## src/rtl/clk_div_pkg.sv

```systemverilog
// rtl/clk_div_pkg.sv - shared defaults and config validity rule for the clock divider
package clk_div_pkg;

  localparam int CNT_W_DEF = 14;
  localparam int DIV_DEF   = 500;
  localparam int HI_DEF    = 250;

  // A usable config needs at least one low and one high cycle per period.
  function automatic logic cfg_valid(input logic [31:0] div, input logic [31:0] hi);
    return (div >= 32'd2) && (hi >= 32'd1) && (hi < div);
  endfunction

endpackage

```

## src/rtl/clk_div_gen_if.sv

```systemverilog
// rtl/clk_div_gen_if.sv - control and output bundle of the multi-channel clock divider
interface clk_div_gen_if
  import clk_div_pkg::*;
#(
  parameter int NCH   = 2,
  parameter int CNT_W = CNT_W_DEF
);

  logic [NCH-1:0]       en;
  logic [NCH-1:0]       load;
  logic [NCH*CNT_W-1:0] div_in;
  logic [NCH*CNT_W-1:0] hi_in;
  logic [NCH-1:0]       clk_out;
  logic [NCH-1:0]       stb;
  logic [NCH-1:0]       cfg_err;

  modport master (
    output en, load, div_in, hi_in,
    input  clk_out, stb, cfg_err
  );

  modport slave (
    input  en, load, div_in, hi_in,
    output clk_out, stb, cfg_err
  );

endinterface

```

## src/rtl/clk_div_chan.sv

```systemverilog
// rtl/clk_div_chan.sv - one divider channel: counter, active/shadow config, registered outputs
module clk_div_chan
  import clk_div_pkg::*;
#(
  parameter int CNT_W   = CNT_W_DEF,
  parameter int DEF_DIV = DIV_DEF,
  parameter int DEF_HI  = HI_DEF
) (
  input  logic             clk,
  input  logic             rst,
  input  logic             i_en,
  input  logic             i_load,
  input  logic [CNT_W-1:0] i_div,
  input  logic [CNT_W-1:0] i_hi,
  output logic             o_clk_out,
  output logic             o_stb,
  output logic             o_cfg_err
);

  logic [CNT_W-1:0] r_cnt;
  logic [CNT_W-1:0] r_div;
  logic [CNT_W-1:0] r_hi;
  logic [CNT_W-1:0] r_sdiv;
  logic [CNT_W-1:0] r_shi;
  logic             r_pend;
  logic             r_clk_out;
  logic             r_stb;
  logic             r_cfg_err;

  logic             w_valid;
  logic             w_wrap;
  logic             w_boundary;
  logic [CNT_W-1:0] w_cnt_nxt;
  logic [CNT_W-1:0] w_div_nxt;
  logic [CNT_W-1:0] w_hi_nxt;
  logic [CNT_W-1:0] w_sdiv_nxt;
  logic [CNT_W-1:0] w_shi_nxt;
  logic             w_pend_nxt;
  logic [CNT_W-1:0] w_thr;

  // A stopped channel is always at a period boundary, so config may switch freely there.
  always_comb begin
    w_valid    = cfg_valid(32'(i_div), 32'(i_hi));
    w_wrap     = i_en && (r_cnt == r_div - CNT_W'(1));
    w_boundary = !i_en || w_wrap;
    w_cnt_nxt  = w_boundary ? '0 : r_cnt + CNT_W'(1);
    w_div_nxt  = r_div;
    w_hi_nxt   = r_hi;
    w_sdiv_nxt = r_sdiv;
    w_shi_nxt  = r_shi;
    w_pend_nxt = r_pend;
    if (i_load && w_valid) begin
      if (w_boundary) begin
        w_div_nxt  = i_div;
        w_hi_nxt   = i_hi;
        w_pend_nxt = 1'b0;
      end else begin
        w_sdiv_nxt = i_div;
        w_shi_nxt  = i_hi;
        w_pend_nxt = 1'b1;
      end
    end else if (r_pend && w_boundary) begin
      w_div_nxt  = r_sdiv;
      w_hi_nxt   = r_shi;
      w_pend_nxt = 1'b0;
    end
    w_thr = w_div_nxt - w_hi_nxt;
  end

  // Outputs are decoded from the next counter value so they line up with r_cnt.
  always_ff @(posedge clk or negedge rst) begin
    if (!rst) begin
      r_cnt     <= '0;
      r_div     <= CNT_W'(DEF_DIV);
      r_hi      <= CNT_W'(DEF_HI);
      r_sdiv    <= CNT_W'(DEF_DIV);
      r_shi     <= CNT_W'(DEF_HI);
      r_pend    <= 1'b0;
      r_clk_out <= 1'b0;
      r_stb     <= 1'b0;
      r_cfg_err <= 1'b0;
    end else begin
      r_cnt     <= w_cnt_nxt;
      r_div     <= w_div_nxt;
      r_hi      <= w_hi_nxt;
      r_sdiv    <= w_sdiv_nxt;
      r_shi     <= w_shi_nxt;
      r_pend    <= w_pend_nxt;
      r_clk_out <= i_en && (w_cnt_nxt >= w_thr);
      r_stb     <= i_en && (w_cnt_nxt == w_thr);
      r_cfg_err <= i_load && !w_valid;
    end
  end

  assign o_clk_out = r_clk_out;
  assign o_stb     = r_stb;
  assign o_cfg_err = r_cfg_err;

endmodule

```

## src/rtl/clk_div_gen.sv

```systemverilog
// rtl/clk_div_gen.sv - multi-channel programmable clock/strobe divider top
module clk_div_gen
  import clk_div_pkg::*;
#(
  parameter int NCH     = 2,
  parameter int CNT_W   = CNT_W_DEF,
  parameter int DEF_DIV = DIV_DEF,
  parameter int DEF_HI  = HI_DEF
) (
  input  logic         clk,
  input  logic         rst,
  clk_div_gen_if.slave bus
);

  logic [NCH-1:0] w_clk_out;
  logic [NCH-1:0] w_stb;
  logic [NCH-1:0] w_cfg_err;

  for (genvar g = 0; g < NCH; g++) begin : g_chan
    clk_div_chan #(
      .CNT_W   (CNT_W),
      .DEF_DIV (DEF_DIV),
      .DEF_HI  (DEF_HI)
    ) u_chan (
      .clk       (clk),
      .rst       (rst),
      .i_en      (bus.en[g]),
      .i_load    (bus.load[g]),
      .i_div     (bus.div_in[g*CNT_W +: CNT_W]),
      .i_hi      (bus.hi_in[g*CNT_W +: CNT_W]),
      .o_clk_out (w_clk_out[g]),
      .o_stb     (w_stb[g]),
      .o_cfg_err (w_cfg_err[g])
    );
  end

  assign bus.clk_out = w_clk_out;
  assign bus.stb     = w_stb;
  assign bus.cfg_err = w_cfg_err;

endmodule

```

## src/flat_wrapper.sv

```systemverilog
// flat-port wrapper written by rule: the top's interface ports become plain ports
module clk_div_gen_flat import clk_div_pkg::*;
#(
  parameter int NCH     = 2,
  parameter int CNT_W   = CNT_W_DEF,
  parameter int DEF_DIV = DIV_DEF,
  parameter int DEF_HI  = HI_DEF
)
  (clk, rst, bus_en, bus_load, bus_div_in, bus_hi_in, bus_clk_out, bus_stb, bus_cfg_err);
  clk_div_gen_if #(.NCH(NCH), .CNT_W(CNT_W)) bus_i ();
  input  logic clk;
  input  logic rst;
  input wire logic [$bits(bus_i.en)-1:0] bus_en;
  input wire logic [$bits(bus_i.load)-1:0] bus_load;
  input wire logic [$bits(bus_i.div_in)-1:0] bus_div_in;
  input wire logic [$bits(bus_i.hi_in)-1:0] bus_hi_in;
  output wire logic [$bits(bus_i.clk_out)-1:0] bus_clk_out;
  output wire logic [$bits(bus_i.stb)-1:0] bus_stb;
  output wire logic [$bits(bus_i.cfg_err)-1:0] bus_cfg_err;
  assign bus_i.en = bus_en;
  assign bus_i.load = bus_load;
  assign bus_i.div_in = bus_div_in;
  assign bus_i.hi_in = bus_hi_in;
  assign bus_clk_out = bus_i.clk_out;
  assign bus_stb = bus_i.stb;
  assign bus_cfg_err = bus_i.cfg_err;
  clk_div_gen #(.NCH(NCH), .CNT_W(CNT_W), .DEF_DIV(DEF_DIV), .DEF_HI(DEF_HI)) u_core (.clk(clk), .rst(rst), .bus(bus_i));
endmodule
```

## config.mk

```make
export PLATFORM = sky130hd
export DESIGN_NAME = clk_div_gen_flat
export DESIGN_NICKNAME = d
export VERILOG_FILES = /design/src/rtl/clk_div_pkg.sv /design/src/rtl/clk_div_gen_if.sv /design/src/rtl/clk_div_chan.sv /design/src/rtl/clk_div_gen.sv /design/src/flat_wrapper.sv
export SDC_FILE = /design/constraint.sdc
export NUM_CORES = 1
export LEC_CHECK = 0
export ABC_AREA = 0
export BUFFER_PORTS_ARGS = -buffer_cell sky130_fd_sc_hd__buf_2
export CORE_UTILIZATION = 40
export DETAILED_ROUTE_END_ITERATION = 7
export SLEW_MARGIN = 10
export SYNTH_ARGS = -nofsm -noshare
export SYNTH_HDL_FRONTEND = slang
export SYNTH_SLANG_ARGS = --single-unit
```

## constraint.sdc

```tcl
create_clock -name clk -period 6.48 [get_ports clk]
set_clock_uncertainty 0.05 [all_clocks]
set_input_delay 0.324 -clock clk [delete_from_list [all_inputs] [get_ports clk]]
set_output_delay 0.324 -clock clk [all_outputs]
set_load 0.1 [all_outputs]
```

==> results of run 1 <==
## registers in the layout (all words and copies together) (netlist names), 28 cells and up
| register | cells |
|---|---|
| u_core.g_chan.u_chan.r_sdiv | 28 |
| u_core.g_chan.u_chan.r_shi | 28 |
| u_core.g_chan.u_chan.r_hi | 28 |
| u_core.g_chan.u_chan.r_div | 28 |
| u_core.g_chan.u_chan.r_cnt | 28 |
## what timing repair did
| item | 4_1_cts | 5_1_grt |
|---|---|---|
| setup endpoints to repair | 0 | 4 |
| resized for setup | 0 | 9 |
| hold buffers | 1 | 0 |
| hold endpoints to repair | 61 | 0 |
| setup buffers | 0 | 4 |
## kinds of logic (layout without fill, tap and decap cells)
group	count (synthesis)	count (layout)	share of synthesized area (%)
buffers and inverters	130	200	5.762
AND/OR/NAND/NOR	297	297	15.71
XOR/XNOR	82	82	7.367
multiplexers	47	47	5.390
adder cells (fa/ha/maj)	86	86	11.19
other	0	1	0
flip-flops	148	148	38.60
AO/OA/AOI/OAI	253	253	15.98
## per-stage QoR
stage	utilization (%)	worst slack (ps)	total power, mW	hold WS, ps	TNS (ps)
after CTS	46.11	70.43	3.660	88.68	0
final	46.45	441.0	3.649	98.15	0
after detailed placement	43.65	140.0	2.664	390.4	0
after global routing	46.44	-12.30	3.902	96.66	-12.30
after global placement	43.65	90.86	2.644	380.6	0
after floorplan	-	881.7	2.271	-21.59	0
## worst register-to-register path, cell delays in order, from the launching register on
cell	delay, ps
dfrtp_1	450
inv_1	80
ha_1	220
or4b_1	510
or3_1	370
a21o_1	180
a31o_2	230
nand4_1	100
o21ai_2	80
and2_1	240
o21ai_1	280
inv_2	70
ha_1	290
nor2b_1	120
o21ai_0	170
nand2b_1	110
a21o_1	210
a31o_2	280
a211o_1	250
o311ai_0	160
o21ai_0	220
xnor2_1	180
ha_1	340
nand4_1	100
nor4_1	370
o21a_1	160
o21ai_0	60
o21ai_0	70
## per-layer routing
metal	vias to the layer above	share of wire, %	track usage, %
met5	-	0	0
met4	0	2.0	6.868
met3	35	2.8	3.340
met2	120	51	37.32
met1	3772	45	26.57
li1	3858	-	-
## final timing paths
| kind | start | end | slack [ps] |
|---|---|---|---|
| worst min-delay path | bus_load[0] | u_core.g_chan[0].u_chan.o_cfg_err$_DFF_PN0_ | 100 |
| min in group asynchronous | rst | u_core.g_chan[1].u_chan.r_cnt[7]$_DFF_PN0_ | 480 |
| worst max register to register | u_core.g_chan[0].u_chan.r_div[0]$_DFF_PN0_ | u_core.g_chan[0].u_chan.o_clk_out$_DFF_PN0_ | 440 |
| worst min register to register | u_core.g_chan[0].u_chan.r_sdiv[2]$_DFFE_PN1P_ | u_core.g_chan[0].u_chan.r_sdiv[2]$_DFFE_PN1P_ | 420 |
| worst max-delay path | u_core.g_chan[0].u_chan.r_div[0]$_DFF_PN0_ | u_core.g_chan[0].u_chan.o_clk_out$_DFF_PN0_ | 440 |
| max in group asynchronous | rst | u_core.g_chan[0].u_chan.r_div[13]$_DFF_PN0_ | 4460 |
## power by group through the flow
| stage | Combinational [mW] | Sequential (mW) | Clock (mW) |
|---|---|---|---|
| floorplan | 1.03 | 1.24 | 0 |
| global placement | 1.34 | 1.30 | 0 |
| detailed placement | 1.35 | 1.31 | 0 |
| CTS | 1.36 | 1.30 | 1.00 |
| global route | 1.54 | 1.32 | 1.04 |
| finish | 1.36 | 1.30 | 0.985 |
## layout make-up
| type | instances | area share (%) |
|---|---|---|
| repair buffers | 85 | 4.390 |
| flip-flops and latches | 148 | 34.21 |
| well taps | 319 | 3.628 |
| diodes | 1 | 0.02275 |
| multi-input cells | 765 | 49.70 |
| clock buffers | 19 | 4.026 |
| inverters | 83 | 2.832 |
| clock inverters | 13 | 1.183 |
## synthesized netlist by cell type, types with 13 or more instances
cell / count
clkbuf_1: 22
mux2_2: 22
ha_1: 84
nor2_1: 78
o21ai_0: 49
mux2_1: 22
nor4_1: 14
nand3_1: 29
dfstp_2: 48
inv_1: 76
xor2_1: 46
nand2_1: 70
nor3_1: 16
xnor2_1: 36
a21o_1: 13
o21ai_1: 24
a21oi_1: 57
dfrtp_1: 100
o22ai_1: 55
==> flow_summary.json, run 1 <==
{
  "min_delay_path_depth": 2,
  "synth_warnings": 0,
  "wl_per_cell_um": 17.65,
  "end_kind": "flip-flop",
  "synthCells": 1043,
  "synth_top_area_cell": "dfrtp_1",
  "layout.cells.non_filler": 1433,
  "slew_violations": 0,
  "drt_wl_total_mm": 25.30,
  "nets": 1248,
  "fp.dieW_um": 158.1,
  "yosysUniqueCellTypes": 75,
  "criticalPathCategory": "reg -> reg",
  "hp-class": "in -> reg",
  "fp.dieH_um": 158.1,
  "path_buf_inv": 2,
  "fill_cells": 2317,
  "fmax_ghz": 0.1656,
  "min_period_over_period_pct": 93.19,
  "finalHoldViolations": 0,
  "cp_common_cell": "o21ai_0",
  "worst-path-max-fanout": 9,
  "io_pins": 68,
  "clk_latency_ps": 430,
  "path_clk_slew_ps": 60,
  "ff2ff_path_depth": 27,
  "cts_max_path_buffers": 2,
  "gp_congestion": 0.8154,
  "crit_required_ps": 6780,
  "cts-root-buf": "clkbuf_16",
  "worstSetupStartpointType": "flip-flop",
  "seqPwrFrac_pct": 35.6,
  "power_report.internal_total_mw": 2.308,
  "crit_arrival_ps": 6340,
  "ant_nets": 0,
  "crit_family": "compound AO/OA/AOI/OAI gates",
  "grt_pass1_vias": 7831,
  "p_clk_share_pct": 27.0,
  "status": "completed",
  "h-tree-depth": 4,
  "synth.yosys.seq_area_share_pct": 38.60,
  "final_common_cell": "dfrtp_1",
  "slowest_delay_ps": 510,
  "yosys_most_used_dff": "dfrtp_1",
  "syn_to_final_growth_pct": 12.83,
  "cp.depth": 27,
  "io_buffers": 67,
  "synth_edf_count": 0,
  "final_cell_mix": "dfrtp_1 (100), ha_1 (84), nor2_1 (78)",
  "cts_buffers": 17,
  "initial_core_util_pct": 41.17,
  "power_density_nw_per_um2": 331.7,
  "drc": 0,
  "ys_async_sr_fraction_pct": 100.0,
  "num_vias": 7785,
  "synth_top_area_share_pct": 25.67,
  "hpwl_mm": 18.90,
  "synth_area_sq_um": 9749,
  "synth-seq-cells": 148,
  "cts.sink_count": 148,
  "die-area_sq_um": 25000,
  "leakage_nw": 4.946,
  "setup_viol": 0,
  "drt-pass1-iter-count": 5,
  "synthesis.nets": 1191,
  "place_area_sq_um": 10340,
  "layout-drive-gt1-share_pct": 19.50,
  "dp.cells": 1395,
  "cts_tree": "yes",
  "p_switching_mw": 1.340,
  "postSynthAreaPerCell_sq_um": 9.347,
  "fin_area_sq_um": 11000,
  "grt_max_degree": 81,
  "grt_overflow_total": 0,
  "tightest_slew_ps": 927.1,
  "num_rows": 56,
  "multi_input_area_sq_um": 5468,
  "swShare_pct": 36.73,
  "ir_drop_uv": 161.3,
  "drv_cap": 0,
  "grt_pass1_wl_mm": 40.86,
  "period_minus_slack_ps": 6039,
  "dr.first_iter.drc_count": 397,
  "antenna_found_initial": 1,
  "slew_headroom_pct": 38.20,
  "register_area_sq_um": 3764,
  "cpMaxStageDelayCell": "or4b_1",
  "grt_usage_pct": 21.28,
  "yosys-top-cells-area": "dfrtp_1 (26%), dfstp_2 (13%), ha_1 (11%)",
  "routed_via_density": 5.433,
  "core_sq_um": 23680,
  "comb_power_share_pct": 37.4
}
No activity file was read; power rests on OpenSTA's default activity.
==> inputs of run 2 (changes only) <==
SYNTH_HIERARCHICAL = 1   (was not set)
==> run 2 against run 1 <==
Clock-buffer cell count decreased by 2. Sequential cell count is the same. Die area is 1.1% higher. Worst setup slack improved by 17 ps. Design area grew 1.4%. Sequential share of layout area is 0.47 points lower. Sequential power is essentially flat. Final cell count is 2.0% higher. Maximum frequency grew 0.28%. Largest power group unchanged.
==> flow_summary.json, run 2 <==
{
  "final_common_cell": "nor2_1",
  "h-tree-depth": 4,
  "min_delay_path_depth": 3,
  "ant_nets": 0,
  "synthesis.nets": 1220,
  "yosys-top-cells-area": "dfrtp_1 (25%), dfstp_2 (13%), ha_1 (11%)",
  "grt_max_degree": 82,
  "setup_viol": 0,
  "slowest_delay_ps": 530,
  "layout-drive-gt1-share_pct": 18.73,
  "synth.yosys.seq_area_share_pct": 38.16,
  "cpMaxStageDelayCell": "or4b_4",
  "num_vias": 8086,
  "min_period_over_period_pct": 92.94,
  "period_minus_slack_ps": 6022,
  "final.setup.tns_ps": 0,
  "grt_overflow_total": 0,
  "io_pins": 68,
  "rsz0062_at_grt": "no",
  "crit_arrival_ps": 6290,
  "place_area_sq_um": 10530,
  "synthCells": 1072,
  "ff2ff_path_depth": 27,
  "io_buffers": 67,
  "yosys_most_used_dff": "dfrtp_1",
  "power_density_nw_per_um2": 338.2,
  "grt_usage_pct": 20.31,
  "hp-start": "bus_div_in[16]",
  "drv_cap": 0,
  "synth_top_area_cell": "dfrtp_1",
  "synth_top_area_share_pct": 25.37,
  "drt_wl_total_mm": 25.05,
  "syn_to_final_growth_pct": 13.09,
  "slew_violations": 0,
  "ir_drop_uv": 208.6,
  "postSynthAreaPerCell_sq_um": 9.200,
  "die-area_sq_um": 25290,
  "cts_max_path_buffers": 2,
  "post_cts_buffers": 0,
  "num_rows": 57,
  "gp_congestion": 0.8608,
  "fp.dieH_um": 159.0,
  "wl_per_cell_um": 17.14,
  "synth_edf_count": 0,
  "slew_headroom_pct": 42.29,
  "cts_buffers": 17,
  "final_cell_mix": "nor2_1 (118), dfrtp_1 (100), a21oi_1 (90)",
  "min_to": "u_core/g_chan[1].u_chan/r_sdiv[2]$_DFFE_PN1P_",
  "leakage_nw": 5.078,
  "rrSetupSlack_ps": 460,
  "clk_latency_ps": 430,
  "criticalPathCategory": "reg -> reg",
  "status": "completed",
  "power_mw": 3.772,
  "cts-root-buf": "clkbuf_16",
  "setup_slack_ps": 457.7,
  "worstSetupStartpointType": "flip-flop",
  "hpwl_mm": 18.51,
  "crit_required_ps": 6750,
  "nets": 1272,
  "antenna_found_initial": 0,
  "timing.rr.end": "u_core/g_chan[1].u_chan/o_clk_out$_DFF_PN0_",
  "antennaDiodeCount": 0,
  "ys_async_sr_fraction_pct": 100.0,
  "tightest_slew_ps": 865.6,
  "pre_cts_slack_ps": 363.5,
  "grt_pass1_wl_mm": 40.90,
  "dr.first_iter.drc_count": 574,
  "drc": 0,
  "worst-path-max-fanout": 8,
  "fp.dieW_um": 159.0,
  "grt_pass1_vias": 7640,
  "fin_area_sq_um": 11150,
  "synth_warnings": 6,
  "synth-seq-cells": 148,
  "hp-class": "in -> reg",
  "path_clk_slew_ps": 70,
  "finalHoldViolations": 0,
  "yosysUniqueCellTypes": 54,
  "cts_tree": "yes",
  "r2r-start": "u_core/g_chan[1].u_chan/r_div[0]$_DFF_PN0_",
  "core_sq_um": 24250,
  "synth.most_common_cell": "nor2_1",
  "drt-pass1-iter-count": 7,
  "end_kind": "flip-flop",
  "fmax_ghz": 0.1660,
  "initial_core_util_pct": 40.67,
  "fin_hold_ws_ps": 107.1,
  "synth_area_sq_um": 9862,
  "routed_via_density": 5.535,
  "cts.sink_count": 148,
  "synth_top_cells_by_count": "nor2_1 (118), dfrtp_1 (100), a21oi_1 (90), ha_1 (84), o22ai_1 (56)"
}
## run 2: cell types whose count changed in the layout (fill, tap and decap cells not counted), moves of 9 or more
cell,previous run,this run
a21o_1,13,32
a21oi_1,57,90
a31oi_1,4,14
inv_1,76,54
mux2_1,22,2
mux2_2,22,0
mux2_4,0,28
nand2_1,70,50
nand3_1,29,20
nor2_1,78,118
xnor2_1,36,46
xor2_1,46,34
## run 2: cell families after synthesis
group	after synthesis	share of synthesized area, %
multiplexers	30	4.491
XOR/XNOR	80	7.105
AND/OR/NAND/NOR	318	15.86
adder cells (fa/ha/maj)	86	11.06
AO/OA/AOI/OAI	302	18.75
flip-flops	148	38.16
buffers and inverters	108	4.567
## run 2: layer usage
layer | share of wire [%] | routed length (um) | vias up | GRT usage (%)
li1 | - | - | 3981 | -
met1 | 53 | 13250 | 3929 | 31.75
met2 | 43 | 10780 | 161 | 29.27
met3 | 3.3 | 817 | 15 | 2.917
met4 | 0.79 | 199 | 0 | 4.458
met5 | 0 | 0 | - | 0
## run 2: cell type report
| cell class | instances | area (sq um) |
|---|---|---|
| Multi-Input combinational cell | 816 | 5692 |
| Fill cell | 2369 | 13100 |
| Inverter | 54 | 202.7 |
| Sequential cell | 148 | 3764 |
| Clock inverter | 15 | 166.4 |
| Tap cell | 324 | 405.4 |
| Timing Repair Buffer | 87 | 498.0 |
| Clock buffer | 17 | 425.4 |
## run 2: timing repair
item,in CTS,in global routing
gates resized for setup,0,6
hold endpoints to repair,54,0
hold buffers,1,0
setup endpoints to repair,0,2
## run 2: worst max path at each step
stage | slack [ps] | from | cells past startpoint | endpoint
finish | 460 | u_core/g_chan[1].u_chan/r_div[0]$_DFF_PN0_ | 27 | u_core/g_chan[1].u_chan/o_clk_out$_DFF_PN0_
global route | 50 | u_core/g_chan[1].u_chan/r_div[0]$_DFF_PN0_ | 27 | u_core/g_chan[1].u_chan/o_clk_out$_DFF_PN0_
CTS | 330 | u_core/g_chan[0].u_chan/r_div[0]$_DFF_PN0_ | 26 | u_core/g_chan[0].u_chan/o_clk_out$_DFF_PN0_
detailed placement | 360 | u_core/g_chan[0].u_chan/r_div[0]$_DFF_PN0_ | 26 | u_core/g_chan[0].u_chan/o_clk_out$_DFF_PN0_
global placement | 520 | u_core/g_chan[0].u_chan/r_div[0]$_DFF_PN0_ | 26 | u_core/g_chan[0].u_chan/o_clk_out$_DFF_PN0_
floorplan | 640 | u_core/g_chan[0].u_chan/r_div[0]$_DFF_PN0_ | 29 | u_core/g_chan[0].u_chan/o_clk_out$_DFF_PN0_
## run 2: critical path: cells and delay by family, from the launching register on
family	cells	cell delay, ps
AO/OA/AOI/OAI	12	2240
XOR/XNOR	1	100
adder cells (fa/ha/maj)	4	1020
buffers and inverters	3	290
flip-flops	1	420
AND/OR/NAND/NOR	7	1780
## run 2: per-stage QoR
step	utilization (%)	instances
3_5_place_dp	43.41	1428
4_1_cts	45.89	1461
3_3_place_gp	43.41	1428
2_1_floorplan	-	1072
6_report	46.00	1461
5_1_grt	46.00	1461
## run 2: power by group
part           total [mW]  internal (mW)  switching, mW
logic                1.48          0.656          0.824
clock network       0.993          0.548          0.445
registers            1.30           1.15          0.150
total                3.77           2.35           1.42
